**src/rtl/io_writeback_arbiter_pkg.sv**
```systemverilog
// Shared types and helpers for the IO writeback arbiter and the command-side dispatcher.
package io_arb_pkg;

  localparam int DEF_DESTREGBITS  = 4;
  localparam int DEF_DATABITWIDTH = 16;

  typedef struct packed {
    logic                        reg_flag;
    logic                        mem_flag;
    logic [DEF_DESTREGBITS-1:0]  dest_reg;
    logic [DEF_DATABITWIDTH-1:0] data;
  } io_resp_t;

  // Port index reached by stepping 'step' places above 'last', wrapping at n.
  function automatic int next_rr_index(input int last, input int step, input int n);
    return (last + step) % n;
  endfunction

endpackage

```
**src/rtl/io_writeback_arbiter_if.sv**
```systemverilog
// Bundle of the per-module IOIn response channels and the CPU writeback channel.
interface io_writeback_arbiter_if #(
  parameter int NUMPORTS     = 4,
  parameter int DATABITWIDTH = 16,
  parameter int DESTREGBITS  = 4
);

  logic [NUMPORTS-1:0]              IOIn_REQ;
  logic [NUMPORTS-1:0]              IOIn_ACK;
  logic [NUMPORTS-1:0]              IOIn_RegResponseFlag;
  logic [NUMPORTS-1:0]              IOIn_MemResponseFlag;
  logic [NUMPORTS*DESTREGBITS-1:0]  IOIn_DestReg;
  logic [NUMPORTS*DATABITWIDTH-1:0] IOIn_Data;

  logic                    WritebackREQ;
  logic                    WritebackACK;
  logic                    WritebackRegFlag;
  logic                    WritebackMemFlag;
  logic [DESTREGBITS-1:0]  WritebackDestReg;
  logic [DATABITWIDTH-1:0] WritebackDataOut;

  // Arbiter side.
  modport slave (
    input  IOIn_REQ, IOIn_RegResponseFlag, IOIn_MemResponseFlag, IOIn_DestReg, IOIn_Data,
    output IOIn_ACK,
    output WritebackREQ, WritebackRegFlag, WritebackMemFlag, WritebackDestReg, WritebackDataOut,
    input  WritebackACK
  );

  // IO modules plus CPU side.
  modport master (
    output IOIn_REQ, IOIn_RegResponseFlag, IOIn_MemResponseFlag, IOIn_DestReg, IOIn_Data,
    input  IOIn_ACK,
    input  WritebackREQ, WritebackRegFlag, WritebackMemFlag, WritebackDestReg, WritebackDataOut,
    output WritebackACK
  );

endinterface

```
**src/rtl/io_writeback_arbiter_rr_grant_picker.sv**
```systemverilog
// Combinational round-robin picker: first eligible port strictly above last_grant, wrapping.
module rr_grant_picker
  import io_arb_pkg::*;
#(
  parameter int NUMPORTS = 4,
  parameter int IW       = 2
) (
  input  logic [NUMPORTS-1:0] eligible,
  input  logic [IW-1:0]       last_grant,
  output logic [NUMPORTS-1:0] grant,
  output logic [IW-1:0]       grant_index,
  output logic                any_grant
);

  logic [IW-1:0] cand;

  // Walk from the farthest candidate to the nearest so the nearest eligible one wins.
  always_comb begin
    grant       = '0;
    grant_index = '0;
    any_grant   = 1'b0;
    cand        = '0;
    for (int k = NUMPORTS; k >= 1; k--) begin
      cand = IW'(next_rr_index(int'(last_grant), k, NUMPORTS));
      if (eligible[cand]) begin
        grant       = '0;
        grant[cand] = 1'b1;
        grant_index = cand;
        any_grant   = 1'b1;
      end
    end
  end

endmodule

```
**src/rtl/io_writeback_arbiter.sv**
```systemverilog
// Round-robin merge of NUMPORTS IO response channels into one registered CPU writeback stage.
module io_writeback_arbiter
  import io_arb_pkg::*;
#(
  parameter int NUMPORTS     = 4,
  parameter int DATABITWIDTH = DEF_DATABITWIDTH,
  parameter int DESTREGBITS  = DEF_DESTREGBITS
) (
  input  logic                  clk,
  input  logic                  async_rst_n,
  input  logic                  clk_en,
  input  logic [NUMPORTS-1:0]   PortEnable,
  io_writeback_arbiter_if.slave io,
  output logic                  DropPulse
);

  localparam int IW = $clog2(NUMPORTS);

  typedef struct packed {
    logic                    reg_flag;
    logic                    mem_flag;
    logic [DESTREGBITS-1:0]  dest_reg;
    logic [DATABITWIDTH-1:0] data;
  } resp_t;

  resp_t               port_resp [NUMPORTS];
  resp_t               sel_resp;
  logic [NUMPORTS-1:0] eligible;
  logic [NUMPORTS-1:0] grant;
  logic [IW-1:0]       grant_index;
  logic                any_grant;
  logic                accept;
  logic                has_resp;

  resp_t         resp_reg,       resp_next;
  logic          out_valid_reg,  out_valid_next;
  logic          drop_reg,       drop_next;
  logic [IW-1:0] last_grant_reg, last_grant_next;

  for (genvar gi = 0; gi < NUMPORTS; gi++) begin : g_unpack
    assign port_resp[gi] = {io.IOIn_RegResponseFlag[gi],
                            io.IOIn_MemResponseFlag[gi],
                            io.IOIn_DestReg[gi*DESTREGBITS +: DESTREGBITS],
                            io.IOIn_Data[gi*DATABITWIDTH +: DATABITWIDTH]};
  end

  assign eligible = io.IOIn_REQ & PortEnable;

  rr_grant_picker #(
    .NUMPORTS (NUMPORTS),
    .IW       (IW)
  ) u_picker (
    .eligible    (eligible),
    .last_grant  (last_grant_reg),
    .grant       (grant),
    .grant_index (grant_index),
    .any_grant   (any_grant)
  );

  // The stage can take a new entry when empty or when the CPU drains it this cycle.
  assign accept   = clk_en & (~out_valid_reg | io.WritebackACK);
  assign sel_resp = port_resp[grant_index];
  assign has_resp = sel_resp.reg_flag | sel_resp.mem_flag;

  // Gated by reset so no source sees an ACK while the block is held in reset.
  assign io.IOIn_ACK = (accept & async_rst_n) ? grant : '0;

  always_comb begin
    resp_next       = resp_reg;
    out_valid_next  = out_valid_reg;
    drop_next       = drop_reg;
    last_grant_next = last_grant_reg;
    if (accept) begin
      if (any_grant) begin
        last_grant_next = grant_index;
        if (has_resp) begin
          resp_next      = sel_resp;
          out_valid_next = 1'b1;
          drop_next      = 1'b0;
        end else begin
          // Posted write: consumed without occupying the writeback stage.
          out_valid_next = 1'b0;
          drop_next      = 1'b1;
        end
      end else begin
        out_valid_next = 1'b0;
        drop_next      = 1'b0;
      end
    end else if (clk_en) begin
      drop_next = 1'b0;
    end
  end

  always_ff @(posedge clk or negedge async_rst_n) begin
    if (!async_rst_n) begin
      resp_reg       <= '0;
      out_valid_reg  <= 1'b0;
      drop_reg       <= 1'b0;
      last_grant_reg <= IW'(NUMPORTS - 1);
    end else begin
      resp_reg       <= resp_next;
      out_valid_reg  <= out_valid_next;
      drop_reg       <= drop_next;
      last_grant_reg <= last_grant_next;
    end
  end

  assign io.WritebackREQ     = out_valid_reg;
  assign io.WritebackRegFlag = resp_reg.reg_flag;
  assign io.WritebackMemFlag = resp_reg.mem_flag;
  assign io.WritebackDestReg = resp_reg.dest_reg;
  assign io.WritebackDataOut = resp_reg.data;
  assign DropPulse           = drop_reg;

endmodule

```
**src/flat_wrapper.sv**
```systemverilog
// flat-port wrapper written by rule: the top's interface ports become plain ports
module io_writeback_arbiter_flat import io_arb_pkg::*;
#(
  parameter int NUMPORTS     = 4,
  parameter int DATABITWIDTH = DEF_DATABITWIDTH,
  parameter int DESTREGBITS  = DEF_DESTREGBITS
)
  (clk, async_rst_n, clk_en, PortEnable, DropPulse, io_IOIn_REQ, io_IOIn_RegResponseFlag, io_IOIn_MemResponseFlag, io_IOIn_DestReg, io_IOIn_Data, io_IOIn_ACK, io_WritebackREQ, io_WritebackRegFlag, io_WritebackMemFlag, io_WritebackDestReg, io_WritebackDataOut, io_WritebackACK);
  io_writeback_arbiter_if #(.NUMPORTS(NUMPORTS), .DATABITWIDTH(DATABITWIDTH), .DESTREGBITS(DESTREGBITS)) io_i ();
  input  logic clk;
  input  logic async_rst_n;
  input  logic clk_en;
  input  logic [NUMPORTS-1:0] PortEnable;
  output logic DropPulse;
  input wire logic [$bits(io_i.IOIn_REQ)-1:0] io_IOIn_REQ;
  input wire logic [$bits(io_i.IOIn_RegResponseFlag)-1:0] io_IOIn_RegResponseFlag;
  input wire logic [$bits(io_i.IOIn_MemResponseFlag)-1:0] io_IOIn_MemResponseFlag;
  input wire logic [$bits(io_i.IOIn_DestReg)-1:0] io_IOIn_DestReg;
  input wire logic [$bits(io_i.IOIn_Data)-1:0] io_IOIn_Data;
  output wire logic [$bits(io_i.IOIn_ACK)-1:0] io_IOIn_ACK;
  output wire logic [$bits(io_i.WritebackREQ)-1:0] io_WritebackREQ;
  output wire logic [$bits(io_i.WritebackRegFlag)-1:0] io_WritebackRegFlag;
  output wire logic [$bits(io_i.WritebackMemFlag)-1:0] io_WritebackMemFlag;
  output wire logic [$bits(io_i.WritebackDestReg)-1:0] io_WritebackDestReg;
  output wire logic [$bits(io_i.WritebackDataOut)-1:0] io_WritebackDataOut;
  input wire logic [$bits(io_i.WritebackACK)-1:0] io_WritebackACK;
  assign io_i.IOIn_REQ = io_IOIn_REQ;
  assign io_i.IOIn_RegResponseFlag = io_IOIn_RegResponseFlag;
  assign io_i.IOIn_MemResponseFlag = io_IOIn_MemResponseFlag;
  assign io_i.IOIn_DestReg = io_IOIn_DestReg;
  assign io_i.IOIn_Data = io_IOIn_Data;
  assign io_IOIn_ACK = io_i.IOIn_ACK;
  assign io_WritebackREQ = io_i.WritebackREQ;
  assign io_WritebackRegFlag = io_i.WritebackRegFlag;
  assign io_WritebackMemFlag = io_i.WritebackMemFlag;
  assign io_WritebackDestReg = io_i.WritebackDestReg;
  assign io_WritebackDataOut = io_i.WritebackDataOut;
  assign io_i.WritebackACK = io_WritebackACK;
  io_writeback_arbiter #(.NUMPORTS(NUMPORTS), .DATABITWIDTH(DATABITWIDTH), .DESTREGBITS(DESTREGBITS)) u_core (.clk(clk), .async_rst_n(async_rst_n), .clk_en(clk_en), .PortEnable(PortEnable), .io(io_i), .DropPulse(DropPulse));
endmodule
```
**config.mk**
```make
export PLATFORM = sky130hd
export DESIGN_NAME = io_writeback_arbiter_flat
export DESIGN_NICKNAME = d
export VERILOG_FILES = /design/src/rtl/io_writeback_arbiter_pkg.sv /design/src/rtl/io_writeback_arbiter_if.sv /design/src/rtl/io_writeback_arbiter_rr_grant_picker.sv /design/src/rtl/io_writeback_arbiter.sv /design/src/flat_wrapper.sv
export SDC_FILE = /design/constraint.sdc
export NUM_CORES = 1
export LEC_CHECK = 0
export ABC_AREA = 1
export CORE_MARGIN = 5
export CORE_UTILIZATION = 41
export CTS_CLUSTER_DIAMETER = 80
export DETAILED_ROUTE_END_ITERATION = 8
export PLACE_DENSITY = 0.82
export SLEW_MARGIN = 0
export SYNTH_ARGS = -nofsm -noshare
export SYNTH_HDL_FRONTEND = slang
export SYNTH_SLANG_ARGS = --single-unit
```
**constraint.sdc**
```tcl
create_clock -name clk -period 2.6 [get_ports clk]
set_input_delay 0.39 -clock clk [delete_from_list [all_inputs] [get_ports clk]]
set_output_delay 0.39 -clock clk [all_outputs]
set_load 0.01 [all_outputs]
```
==> results of run 1 <==
==> area by class of cell <==
class                           count  area, um^2
Inverter                           54         208
Multi-Input combinational cell    319        1600
Clock buffer                        4        55.1
Fill cell                         502        1840
Sequential cell                    26         653
Timing Repair Buffer              157        1540
Tap cell                           75        93.8
==> critical path, stage by stage (launching register included) <==
cell and delay, ns:
sky130_fd_sc_hd__dfstp_2 0.54, sky130_fd_sc_hd__inv_1 0.07, sky130_fd_sc_hd__ha_4 0.31, sky130_fd_sc_hd__inv_4 0.04, sky130_fd_sc_hd__buf_4 0.12, sky130_fd_sc_hd__nand3_2 0.07
sky130_fd_sc_hd__nand2_2 0.11, sky130_fd_sc_hd__inv_2 0.14, sky130_fd_sc_hd__o211ai_1 0.11, sky130_fd_sc_hd__a21oi_1 0.14, sky130_fd_sc_hd__clkbuf_2 0.15
==> cell usage after synthesis, drive strengths merged <==
| library cell | number | area (um^2) |
|---|---|---|
| nand3 | 78 | 500 |
| o21ai | 8 | 43.8 |
| clkbuf | 2 | 7.51 |
| dfrtp | 24 | 601 |
| nand2 | 208 | 833 |
| nor3 | 1 | 5.00 |
| nor2 | 3 | 11.3 |
| dfstp | 2 | 52.6 |
| a22oi | 1 | 7.51 |
| inv | 54 | 203 |
| or2 | 1 | 6.26 |
| nand4 | 2 | 12.5 |
| ha | 7 | 87.6 |
| o211ai | 3 | 22.5 |
| a21oi | 7 | 35.0 |
| buf | 18 | 114 |
==> cell families (layout without fill, tap and decap cells) <==
family	after synthesis	after routing	synth area share
simple gates	293	293	0.538
compound gates	19	19	0.0428
buf+inv	74	215	0.127
fa+ha+maj	7	7	0.0344
flops	26	26	0.257
==> worst max-delay path by stage <==
| stage | to | slack, ns | cells after the start |
|---|---|---|---|
| floorplan | io_IOIn_ACK[2] | 0.24 | 12 |
| global placement | io_IOIn_ACK[2] | -0.11 | 12 |
| detailed placement | io_IOIn_ACK[2] | -0.18 | 12 |
| CTS | io_IOIn_ACK[2] | 0.001 | 13 |
| global route | io_IOIn_ACK[0] | -0.02 | 13 |
| finish | io_IOIn_ACK[3] | 0.14 | 10 |
==> per-layer routing <==
| layer | part of all wire | vias up | GRT usage |
|---|---|---|---|
| met5 | 0 | - | 0 |
| met3 | 0.096 | 4 | 0.0400 |
| met2 | 0.50 | 112 | 0.397 |
| met1 | 0.40 | 1371 | 0.241 |
| li1 | - | 1576 | - |
| met4 | 0.0063 | 0 | 0.0357 |
==> through the flow <==
step | area, um^2 | setup slack, ns | std cells | total power (uW) | hold slack [ns]
after floorplan | 2540 | 0.241 | 419 | 4300 | 0.0944
after global placement | 4070 | -0.107 | 630 | 5960 | 0.456
after detailed placement | 4070 | -0.180 | 630 | 6100 | 0.469
after CTS | 4150 | 0.00144 | 635 | 6430 | 0.494
after global routing | 4150 | -0.0200 | 635 | 7140 | 0.542
final | 4150 | 0.139 | 635 | 6460 | 0.488
==> cell usage in the layout (no fill, tap or decap), types with 5 or more instances in the layout <==
cell / Yosys / final
sky130_fd_sc_hd__nand2_1: 193 / 193
sky130_fd_sc_hd__clkdlybuf4s50_1: 0 / 123
sky130_fd_sc_hd__nand3_1: 56 / 56
sky130_fd_sc_hd__inv_1: 48 / 46
sky130_fd_sc_hd__buf_4: 6 / 24
sky130_fd_sc_hd__dfrtp_1: 24 / 24
sky130_fd_sc_hd__nand3_2: 22 / 21
sky130_fd_sc_hd__nand2_2: 12 / 11
sky130_fd_sc_hd__inv_2: 6 / 6
sky130_fd_sc_hd__ha_1: 7 / 6
sky130_fd_sc_hd__o21ai_0: 7 / 5
sky130_fd_sc_hd__a21oi_1: 7 / 5
sky130_fd_sc_hd__buf_12: 0 / 5
==> repair_timing <==
| action | in CTS | in global routing |
|---|---|---|
| hold buffers | 0 | 0 |
| pin swaps | 1 | 3 |
| setup endpoints to repair | 4 | 18 |
| resized for setup | 11 | 17 |
| buffers inserted | 1 | 0 |
==> report_power, final <==
part	switching [uW]	total [uW]	leakage, uW	internal [uW]
clock	123	258	0.0000288	135
combinational	3190	5480	0.00184	2290
sequential	101	720	0.000324	619
==> impl_metrics.yaml, run 1 <==
timing:
  final-hold-violation-count: 0
  finalSetupTns_ns: 0
  clock.fmax_mhz: 406
  slew-limit-headroom: 0.776
  post-route-period-util: 0.946
  worst_slew_pin_slew_ns: 0.335
  final-setup-viol-count: 0
  finalWorstPathRequiredPeriod_ns: 2.46
  clock-skew-final_ns: 0.00361
  rsz0062_at_grt: "yes"
  slew_viol_final: 0
clocking:
  clock_latency_ns: 0.26
  cts-buffers-inserted: 3
  clock_pin_slew_reported_for_the_worst_setup_and_hold_paths_after_clock_tree_synthesis_ns: 0.09
  cts_num_sinks: 26
  htree_levels: 1
  max-clock-path-buffers: 2
  cts_tree: "yes"
  cts.root.buffer_cell: "sky130_fd_sc_hd__clkbuf_8"
min_path:
  holdPathStages: 2
  min_to: "u_core.io.WritebackMemFlag$_DFFE_PN0P_"
  hp_class: "reg2reg"
  worstHoldStart: "u_core.io.WritebackMemFlag$_DFFE_PN0P_"
logic_synthesis:
  yosysWarnings: 0
  synthesis.instances: 419
  yosys_register_bits: 26
  avgSynthCellArea_um2: 6.07
  synth.distinct_cells: 24
  synthesized_area_um2: 2540
  synth.yosys.seq_area_share: 0.257
  synth_nets: 526
critical_path:
  reg2regPathDepth: 20
  cp-end-kind: "output pin"
  worstPathArrival_ns: 2.07
  worstReg2RegStart: "u_core.last_grant_reg[0]$_DFFE_PN1P_"
  cp-start-kind: "flop"
  critical_path_rt_ns: 2.21
  worst_setup_path_startpoint: "u_core.last_grant_reg[1]$_DFFE_PN1P_"
  reg2reg_setup_slack_ns: 0.19
  r2r_end: "u_core.io.WritebackDataOut[14]$_DFFE_PN0P_"
  crit_fanout: 6
  timing.setup.critical_path_class: "reg2out"
routing:
  firstDrtPassIters: 4
  iter_0_drt_violations: 130
  route.antenna.remaining_nets: 0
  post_drt_wl_per_cell_um: 12.8
  drcViolationCount: 0
  drt-total-wl_um: 8150
  vias: 3063
  detail_route.vias_per_cell: 4.82
cells_and_area:
  net_total_in_the_final_layout: 668
  final_layout_size_suffix_gt1_frac: 0.163
  final_util: 0.693
  number_of_flip_flops_under_the_largest_register_name: 16
  areaGrowthSynthToFinish_pct: 63.3
  antenna_cells: 0
power:
  power.density_nw_per_um2: 1560
  irDropWorstVdd_v: 0.000888
  leakagePower_uw: 0.00219
global_routing:
  grt_first_pass_wirelength_um: 13300
  via_count_of_the_first_global_routing_pass: 2963
  grt_start_max_net_pins: 27
  antenna_violations_before_repair: 0
  grt_remaining_overflow: 0
  grt_usage: 0.208
placed_design:
  gp_congestion: 0.932
  post-dp-hpwl_um: 6490
  portBuffers: 127
floorplanning:
  core_area_um2: 5990
  die_y_um: 88.7
  dieArea_um2: 7880
  initial_utilization: 0.424
  top_level_ports: 128
  fp.dieW_um: 88.7
  floorplan.rows: 28
status:
  outcome: "finished clean"
run:
  maxCapViolCount: 0
Power figures use the tool's default switching activity.
==> run 2: changes to the inputs <==
--- a/config.mk
+++ b/config.mk
@@ -6,7 +6,7 @@
 export NUM_CORES = 1
 export LEC_CHECK = 0
 export ABC_AREA = 1
-export CORE_MARGIN = 5
+export CORE_ASPECT_RATIO = 1.25
 export CORE_UTILIZATION = 41
 export CTS_CLUSTER_DIAMETER = 80
 export DETAILED_ROUTE_END_ITERATION = 8
@@ -15,3 +15,4 @@
 export SYNTH_ARGS = -nofsm -noshare
 export SYNTH_HDL_FRONTEND = slang
 export SYNTH_SLANG_ARGS = --single-unit
+export TNS_END_PERCENT = 1
==> run 2 against run 1 <==
  * Via count increased by 0.88%
  * Total power grew 2.7%
  * Die area is 17% lower
  * Highest routed layer unchanged
==> impl_metrics.yaml, run 2 (synthesis results as in run 1) <==
placed_design:
  portBuffers: 127
  post_dp_cell_area_um2: 4060
  dpl.cell_count: 637
  place_worst_setup_slack_ns: -0.165
  post-dp-hpwl_um: 6010
  gp_congestion: 0.841
floorplanning:
  die_y_um: 90.0
  floorplan.rows: 31
  initial_utilization: 0.431
  core_area_um2: 5900
  fp.dieW_um: 72.4
  top_level_ports: 128
  dieArea_um2: 6520
critical_path:
  critical-path-slowest-cell: "sky130_fd_sc_hd__dfstp_2"
  crit_chain: "inv_2, buf_4, nand2_2, buf_4, nand3_2, nand2_4, inv_2, or2_2, a21oi_2, nor3_2, clkbuf_2"
  max_stage_delay_ns: 0.54
  critical_path_rt_ns: 2.21
  reg2regPathDepth: 20
  r2r_end: "u_core.io.WritebackDataOut[13]$_DFFE_PN0P_"
  crit_end: "io_IOIn_ACK[0]"
  cp-start-kind: "flop"
  timing.setup.critical_path_class: "reg2out"
  worstReg2RegStart: "u_core.last_grant_reg[0]$_DFFE_PN1P_"
  worst_setup_path_startpoint: "u_core.last_grant_reg[0]$_DFFE_PN1P_"
  worstPathArrival_ns: 2.09
  cp-end-kind: "output pin"
  reg2reg_setup_slack_ns: 0.13
  crit_fanout: 9
min_path:
  worstHoldStart: "u_core.io.WritebackMemFlag$_DFFE_PN0P_"
  hp_class: "reg2reg"
timing:
  final-hold-violation-count: 0
  post-route-period-util: 0.956
  post-route-worst-setup-slack_ns: 0.116
  clock-skew-final_ns: 0.00246
  clock.fmax_mhz: 403
  slew-limit-headroom: 0.787
  finalWorstPathRequiredPeriod_ns: 2.48
  finalSetupTns_ns: 0
  slew_viol_final: 0
  rsz0062_at_grt: "yes"
  final-setup-viol-count: 0
  worst_slew_pin_slew_ns: 0.319
clocking:
  cts-buffers-inserted: 3
  clock_latency_ns: 0.27
  htree_levels: 1
  clock_pin_slew_reported_for_the_worst_setup_and_hold_paths_after_clock_tree_synthesis_ns: 0.09
  cts.root.buffer_cell: "sky130_fd_sc_hd__clkbuf_8"
  cts_num_sinks: 26
  hold_buffers: 0
  max-clock-path-buffers: 2
  cts_tree: "yes"
cells_and_area:
  final_layout_size_suffix_gt1_frac: 0.171
  instances_no_fill: 645
  antenna_cells: 0
  number_of_flip_flops_under_the_largest_register_name: 16
  layout.filler_cells: 510
  net_total_in_the_final_layout: 671
  final_cell_area_um2: 4210
  mostFrequentLayoutCells: "sky130_fd_sc_hd__nand2_1 (193), sky130_fd_sc_hd__clkdlybuf4s50_1 (123), sky130_fd_sc_hd__nand3_1 (56)"
  final_common_cell: "sky130_fd_sc_hd__nand2_1"
  areaGrowthSynthToFinish_pct: 65.4
power:
  power.internal_uw: 3140
  share_clk_of_total_power: 0.039
  leakagePower_uw: 0.00221
  power.density_nw_per_um2: 1580
  comb_power_share: 0.852
  switching_power_uw: 3500
  irDropWorstVdd_v: 0.00131
  seq_power_share: 0.109
  p_sw_frac: 0.527
global_routing:
  antenna_violations_before_repair: 0
  grt_usage: 0.250
  grt_start_max_net_pins: 41
  grt_remaining_overflow: 0
  grt_first_pass_wirelength_um: 13200
  via_count_of_the_first_global_routing_pass: 3108
routing:
  post_drt_wl_per_cell_um: 12.3
  route.antenna.remaining_nets: 0
  firstDrtPassIters: 4
  drcViolationCount: 0
  iter_0_drt_violations: 126
  drt-total-wl_um: 7940
  vias: 3090
  detail_route.vias_per_cell: 4.79
run:
  maxCapViolCount: 0
status:
  outcome: "finished clean"
-- run 2: cell types whose count changed in the layout (fill, tap and decap cells not counted), sizes merged --
cell    before  now
clkbuf       6    8
buf         32   33
-- run 2: power groups by stage --
stage	Combinational [uW]	Sequential (uW)	Clock [uW]
finish	5660	724	257
global route	6290	745	277
CTS	5280	724	261
detailed placement	5220	730	0
global placement	5120	725	0
floorplan	3490	806	0
-- run 2: worst min-delay path by stage --
stage | to | slack (ns) | cells after the start
2_1_floorplan | u_core.DropPulse$_DFFE_PN0P_ | 0.09 | 0
3_3_place_gp | u_core.io.WritebackMemFlag$_DFFE_PN0P_ | 0.46 | 2
3_5_place_dp | u_core.io.WritebackMemFlag$_DFFE_PN0P_ | 0.47 | 2
4_1_cts | u_core.io.WritebackMemFlag$_DFFE_PN0P_ | 0.49 | 2
5_1_grt | u_core.io.WritebackDataOut[9]$_DFFE_PN0P_ | 0.54 | 2
6_report | u_core.io.WritebackMemFlag$_DFFE_PN0P_ | 0.48 | 2
-- run 2: repair_timing --
| item | CTS | global route |
|---|---|---|
| hold endpoints to repair | 0 | 0 |
| gates resized for setup | 10 | 19 |
| setup endpoints to repair | 23 | 26 |
| setup buffers | 0 | 3 |
| cloned | 0 | 2 |
| pin swaps | 0 | 6 |
-- run 2: layer usage --
| metal | GRT usage | share of wire | vias to the layer above |
|---|---|---|---|
| li1 | - | - | 1585 |
| met1 | 0.277 | 0.39 | 1361 |
| met2 | 0.446 | 0.52 | 126 |
| met3 | 0.0359 | 0.058 | 18 |
| met4 | 0.137 | 0.030 | 0 |
| met5 | 0 | 0 | - |
-- run 2: area by class of cell --
cell class | count | area, um^2 | share of cell area
clock buffers | 4 | 55.1 | 0.0131
inverters | 54 | 208 | 0.0494
well taps | 82 | 103 | 0.0244
flip-flops and latches | 26 | 653 | 0.155
multi-input cells | 319 | 1600 | 0.381
repair buffers | 160 | 1580 | 0.377
-- run 2: through the flow --
step / total power (uW) / utilization / hold slack (ns)
after floorplan: 4300 / - / 0.0944
after global placement: 5850 / 0.689 / 0.461
after detailed placement: 5950 / 0.689 / 0.467
after CTS: 6260 / 0.701 / 0.486
after global routing: 7310 / 0.713 / 0.535
final: 6640 / 0.713 / 0.478
-- run 2: critical path, delay by kind of cell (launching register included) --
family | cells | cell delay [ns]
AND/OR/NAND/NOR | 5 | 0.61
flip-flops | 1 | 0.54
AO/OA/AOI/OAI | 1 | 0.16
buffers and inverters | 5 | 0.50
